<file path="src/rtl/apb_master_bridge.sv">
// APB master bridge: turns single-beat core requests into APB SETUP/ACCESS transfers,
// with a per-transfer wait-state timeout and a saturating abort counter.
module apb_master_bridge #(
  parameter int unsigned BUS_WIDTH  = 16,
  parameter int unsigned DATA_WIDTH = 16,
  parameter int unsigned TIMEOUT    = 255
) (
  input  logic                  clk,
  input  logic                  reset,
  // Core side
  input  logic                  req_valid,
  input  logic                  req_write,
  input  logic [BUS_WIDTH-1:0]  req_addr,
  input  logic [DATA_WIDTH-1:0] req_wdata,
  output logic                  req_ready,
  output logic                  rsp_valid,
  output logic [DATA_WIDTH-1:0] rsp_rdata,
  output logic                  rsp_err,
  output logic [7:0]            err_count,
  // APB side
  output logic [BUS_WIDTH-1:0]  M_PADDR,
  output logic                  M_PWRITE,
  output logic [DATA_WIDTH-1:0] M_PWDATA,
  output logic                  M_PSELx,
  output logic                  M_PENABLE,
  input  logic [DATA_WIDTH-1:0] M_PRDATA,
  input  logic                  M_PREADY
);

  localparam int unsigned     CntW    = $clog2(TIMEOUT + 1);
  localparam logic [CntW-1:0] CntLast = CntW'(TIMEOUT - 1);

  typedef enum logic [1:0] {StIdle, StSetup, StAccess} state_e;

  state_e                state_q, state_d;
  logic [CntW-1:0]       wait_cnt_q, wait_cnt_d;
  logic [BUS_WIDTH-1:0]  paddr_q, paddr_d;
  logic                  pwrite_q, pwrite_d;
  logic [DATA_WIDTH-1:0] pwdata_q, pwdata_d;
  logic                  psel_q, psel_d;
  logic                  penable_q, penable_d;
  logic                  rsp_valid_q, rsp_valid_d;
  logic [DATA_WIDTH-1:0] rsp_rdata_q, rsp_rdata_d;
  logic                  rsp_err_q, rsp_err_d;
  logic [7:0]            err_count_q, err_count_d;
  logic                  timeout_hit;

  // PREADY has priority: the abort only fires on a stalled cycle.
  assign timeout_hit = (state_q == StAccess) && !M_PREADY && (wait_cnt_q == CntLast);

  // State register
  always_ff @(posedge clk) begin
    if (reset) begin
      state_q     <= StIdle;
      wait_cnt_q  <= '0;
      paddr_q     <= '0;
      pwrite_q    <= 1'b0;
      pwdata_q    <= '0;
      psel_q      <= 1'b0;
      penable_q   <= 1'b0;
      rsp_valid_q <= 1'b0;
      rsp_rdata_q <= '0;
      rsp_err_q   <= 1'b0;
      err_count_q <= '0;
    end else begin
      state_q     <= state_d;
      wait_cnt_q  <= wait_cnt_d;
      paddr_q     <= paddr_d;
      pwrite_q    <= pwrite_d;
      pwdata_q    <= pwdata_d;
      psel_q      <= psel_d;
      penable_q   <= penable_d;
      rsp_valid_q <= rsp_valid_d;
      rsp_rdata_q <= rsp_rdata_d;
      rsp_err_q   <= rsp_err_d;
      err_count_q <= err_count_d;
    end
  end

  // Next-state logic
  always_comb begin
    state_d = state_q;
    unique case (state_q)
      StIdle:   if (req_valid) state_d = StSetup;
      StSetup:  state_d = StAccess;
      StAccess: if (M_PREADY || timeout_hit) state_d = StIdle;
      default:  state_d = StIdle;
    endcase
  end

  // Output and datapath next values
  always_comb begin
    wait_cnt_d  = wait_cnt_q;
    paddr_d     = paddr_q;
    pwrite_d    = pwrite_q;
    pwdata_d    = pwdata_q;
    rsp_valid_d = 1'b0;
    rsp_rdata_d = rsp_rdata_q;
    rsp_err_d   = rsp_err_q;
    err_count_d = err_count_q;
    // Select/enable are flopped from the next state so they carry no input-to-output path.
    psel_d      = (state_d != StIdle);
    penable_d   = (state_d == StAccess);

    unique case (state_q)
      StIdle: begin
        if (req_valid) begin
          paddr_d  = req_addr;
          pwrite_d = req_write;
          pwdata_d = req_wdata;
        end
      end
      StSetup: begin
        wait_cnt_d = '0;
      end
      StAccess: begin
        if (M_PREADY) begin
          rsp_valid_d = 1'b1;
          rsp_err_d   = 1'b0;
          rsp_rdata_d = pwrite_q ? '0 : M_PRDATA;
        end else if (timeout_hit) begin
          rsp_valid_d = 1'b1;
          rsp_err_d   = 1'b1;
          rsp_rdata_d = '0;
          if (err_count_q != 8'hFF) err_count_d = err_count_q + 8'd1;
        end else begin
          wait_cnt_d = wait_cnt_q + CntW'(1);
        end
      end
      default: ;
    endcase
  end

  assign req_ready = (state_q == StIdle) && !reset;
  assign rsp_valid = rsp_valid_q;
  assign rsp_rdata = rsp_rdata_q;
  assign rsp_err   = rsp_err_q;
  assign err_count = err_count_q;
  assign M_PADDR   = paddr_q;
  assign M_PWRITE  = pwrite_q;
  assign M_PWDATA  = pwdata_q;
  assign M_PSELx   = psel_q;
  assign M_PENABLE = penable_q;

endmodule
</file>
<file path="config.mk">
export PLATFORM = sky130hd
export DESIGN_NAME = apb_master_bridge
export DESIGN_NICKNAME = d
export VERILOG_FILES = /design/src/rtl/apb_master_bridge.sv
export SDC_FILE = /design/constraint.sdc
export NUM_CORES = 1
export LEC_CHECK = 0
export CAP_MARGIN = 15
export CORE_UTILIZATION = 47
export CTS_BUF_LIST = sky130_fd_sc_hd__clkbuf_4
export DETAILED_ROUTE_END_ITERATION = 16
export GPL_TIMING_DRIVEN = 0
export PLACE_DENSITY = 0.95
export SLEW_MARGIN = 20
export SYNTH_ARGS = -nofsm -noshare
export SYNTH_HDL_FRONTEND = slang
export SYNTH_SLANG_ARGS = --single-unit
</file>
<file path="constraint.sdc">
create_clock -name clk -period 2.85 [get_ports clk]
set_input_delay 0.285 -clock clk [delete_from_list [all_inputs] [get_ports clk]]
set_output_delay 0.285 -clock clk [all_outputs]
set_load 0.02 [all_outputs]
</file>
# == Yosys cells after proc, flatten, opt, wreduce, memory -nomap -nowiden ==
# Cells that the tools add are included.
# W data, S select, Z words.
# totals
ff_bits,71
elab_cells,50
# classes
n_addsub,2
eq_ne,7
muxes,13
n_bitwise,2
reduce_logical,15
# ops
operator,n
$mux W16,3
$add A8 B1 Y8 const B,2
$mux W8,2
$pmux W8 S2,1
$eq A8 B8 Y1 const B,1
$ne A8 B8 Y1 const B,1
$pmux W2 S3,1
$reduce_bool A2 Y1,3
$eq A2 B2 Y1 const B,2
$mux W1,4
$mux W2,2
$ne A2 B2 Y1 const B,2
$reduce_and A2 Y1,2
$reduce_and A4 Y1,1
$logic_and A1 B1 Y1,3
$reduce_and A3 Y1,1
$eq A2 B1 Y1 const B,1
$logic_not A1 Y1,2
$logic_not A2 Y1,1
$not A1 Y1,2
$reduce_or A2 Y1,1
$logic_or A1 B1 Y1,1

# == Longest topological paths before layout ==
# logic_depth
word_depth,7
ltp_mapped,7
mapped_depth_nobuf,6

# == Worst setup path after synthesis ==
# No wires, ideal clock.
# synth_timing
path_type,register to register
from,register wait_cnt_q[0]
to,"register rsp_rdata_q[0], in the netlist rsp_rdata[0]"
setup_ns,0.070
t_arrival_ns,1.570
setup_slack_ns,1.210
stages_incl_launch_ff,8
path_buffers,1
period_less_slack_ns,1.640
path_cell_list,dfxtp_1 > inv_1 > ha_1 > and3_1 > a21oi_1 > clkbuf_1 > o21ai_0 > a21oi_1
# synth_via
elab_chain_cells,4
# synth_rtl
element,line,text
"start, declared",36,"logic [CntW-1:0] wait_cnt_q, wait_cnt_d;"
"start signal, assigned",67,wait_cnt_q <= wait_cnt_d;
$eq A8 B8 Y1,49,assign timeout_hit = (state_q == StAccess) && !M_PREADY && (wait_cnt_q == CntLast);
$logic_and A1 B1 Y1,49,
$reduce_bool A2 Y1 (no source line),n/a,
$reduce_and A2 Y1 (no source line),n/a,
"end signal, assigned",74,rsp_rdata_q <= rsp_rdata_d;
"end, declared",43,"logic [DATA_WIDTH-1:0] rsp_rdata_q, rsp_rdata_d;"
# Every way passes these cells.
# A chain may end at the register's enable or synchronous reset.

# == Worst setup path after layout ==
# layout_timing
from,input reset
to,output req_ready
# layout_via
elab_chain_cells,2
# layout_rtl
element,line,text
"start, declared",9,"input logic reset,"
$logic_not A1 Y1,134,assign req_ready = (state_q == StIdle) && !reset;
$logic_and A1 B1 Y1,134,
"end, declared",15,"output logic req_ready,"
# Every way passes these cells.

==> results.toml <==
[die]
die-area_um2 = 6200
io_pins = 115
fp.dieH_um = 78.7
chipWidth_um = 78.7
core_area_um2 = 5570
rows = 27
initial_utilization = 0.497

[logic_synthesis]
synth_fp_nets = 396
synth-compound-area-share = 0.201
synth_seq_cells = 71
synthSimpleGateAreaFrac = 0.222
syn_area_um2 = 2770
synth_cells = 340
yosys.area_share.xor_xnor = 0
ys_seq_area_frac = 0.514
synth_top_family_by_area = "simple AND/OR/NAND/NOR gates"
syn_avg_cell_area_um2 = 8.14
yosys.area_share.adder = 0.0136
synth_cell_types = 35
muxShareOfSynthArea = 0.0145
yosys_warnings = 0

[power]
power_frac_clock = 0.313
switching_power_uw = 535
intPower_uw = 1470
p_sw_frac = 0.267
pwr-share-comb = 0.161
seqPwrFrac = 0.526
leakagePower_uw = 0.00144
ir_drop_uv = 339
powerDensity_nw_per_um2 = 484

[sta]
period_share = 0.712
slew_headroom = 0.572
worst_pin_slew_ps = 637
hold_violations = 0
finalSetupTns_ps = 0
finalCriticalPeriod_ps = 2030
fmax_mhz = 493
clock_skew_ps = 17.9
maxSlewViolCount = 0
rsz0062_at_grt = "no"
setup-violations-final = 0
fin_ws_ps = 820

[global_routing]
antenna_found_initial = 0
grt_pass1_wl_mm = 12.0
grt_max_degree = 13
grt.total_usage = 0.251
gr-total-overflow = 0
grt_pass1_vias = 2708

[placed_design]
dpl.cell_count = 526
hpwl_mm = 5.55
gp_congestion = 0.885
portBuffers = 114
place_ws_ps = 733

[detailed_routing]
dr_total_vias = 2873
viasPerCell = 5.30
wl_per_cell_um = 13.8
drc = 0
antenna_left = 0
dr.pass1.iters = 4
wl_mm = 7.50
drt_iter0_drc = 139

[final_layout]
final_cell_mix = "clkdlybuf4s50_1, nand2_1, dfxtp_1"
nets = 521
final_cells = 542
layout_commonest_cell = "clkdlybuf4s50_1"
drive_gt1_frac = 0.0404
antenna_cells = 0
syn2layout_area_growth_pct = 49.4

[min_path]
hold_depth = 3
hold_end = "M_PWDATA[7]"
holdCritStartpoint = "req_wdata[7]"
hp-class = "in2reg"

[run]
drv_cap = 0

[critical_path]
startpoint_type = "input pin"
end_kind = "output pin"
r2r_slack_ps = 820
worst-setup-path-type = "in2out"
r2r-end = "rsp_rdata[2]"
critPathRequiredTime_ps = 2570
reg2reg_from = "wait_cnt_q[0]"
arrival_ps = 1740
worstPathMaxFanout = 8
r2r_cells = 7

[clocking]
cts_setup_buffers = 0
post_cts_resized = 0
cts_sinks = 71
hold_buffers = 0
cts_root_buf = "clkbuf_4"
cts_buffer_depth = 2
cts_tree = "yes"
clk_latency_ps = 420
numCtsBuffers = 9
h-tree-depth = 3
clkTransAtPathRegs_ps = 120

[status]
status = "finished clean"
-- layout make-up --
class / count / area [um^2]
Tap cell: 72 / 90.1
Buffer: 21 / 78.8
Clock buffer: 10 / 75.1
Inverter: 5 / 18.8
Multi-Input combinational cell: 243 / 1250
Fill cell: 403 / 1440
Timing Repair Buffer: 114 / 1140
Clock inverter: 6 / 61.3
Sequential cell: 71 / 1420
-- cells in the mapped netlist, drive strengths merged --
cell      n  share of area
nand2    93           0.13
dfxtp    71           0.51
a21oi    64           0.12
clkbuf   20          0.027
o21ai    19          0.034
nand3    10          0.018
inv       5         0.0068
nor3      5          0.011
or3       5          0.011
mux2i     4          0.014
nor2      4         0.0054
o41ai     4          0.013
and3      3         0.0068
ha        3          0.014
nand2b    3         0.0068
or4       3         0.0081
a21boi    2         0.0054
and2      2         0.0045
and4      2         0.0063
nand4     2         0.0045
o211ai    2         0.0054
o311ai    2         0.0063
o31ai     2         0.0054
a211oi    1         0.0027
a21o      1         0.0027
buf       1         0.0014
nor2b     1         0.0023
nor3b     1         0.0045
o2111ai   1         0.0032
o21bai    1         0.0027
o221a     1         0.0041
or3b      1         0.0032
or4b      1         0.0036
-- flip-flops by register name, summed over array words and instances, names as in the netlist --
signal	flops
M_PADDR	16
M_PWDATA	16
rsp_rdata	16
err_count	8
wait_cnt_q	8
state_q	2
M_PENABLE	1
M_PSELx	1
M_PWRITE	1
rsp_err	1
rsp_valid	1
-- kinds of logic (layout without fill, tap and decap cells) --
kind of cell	Yosys count	count (layout)
simple gates	136	136
fa+ha+maj	3	3
mux	4	4
compound gates	100	100
flops	71	71
buf+inv	26	156
-- stage by stage --
step	area, um^2	utilization	hold slack (ps)	total power [uW]
detailed placement	4000	0.717	447	1400
floorplan	2770	-	407	1210
CTS	4140	0.742	392	2010
finish	4140	0.742	404	2000
global route	4140	0.742	392	2090
global placement	4000	0.717	441	1390
-- per-layer routing --
layer	vias to the layer above	share of wire	GRT usage
met1	1300	0.40	0.267
met4	0	0.025	0.111
met3	19	0.093	0.0897
met2	124	0.49	0.443
li1	1430	-	-
met5	-	0	0
-- critical path, cell delays in order --
cell and delay (ps):
clkdlybuf4s50_1 540, nor3_1 260, clkdlybuf4s50_1 660
-- power groups by stage --
stage / sequential [uW] / clock [uW] / combinational, uW
final: 1050 / 625 / 322
after CTS: 1050 / 635 / 323
after global routing: 1060 / 682 / 348
after detailed placement: 1080 / 0 / 321
after floorplan: 1120 / 0 / 97.4
after global placement: 1070 / 0 / 313
-- worst max path at each step --
stage                   from            end  slack, ps  cells past startpoint
6_report               reset      req_ready        820                      3
5_1_grt        wait_cnt_q[0]  rsp_rdata[15]        640                      7
4_1_cts                reset      req_ready        820                      3
3_5_place_dp        M_PREADY   err_count[2]        730                      6
3_3_place_gp        M_PREADY   err_count[5]        760                      6
2_1_floorplan  wait_cnt_q[0]   rsp_rdata[0]       1210                      7
(Power assumes the default switching activity.)
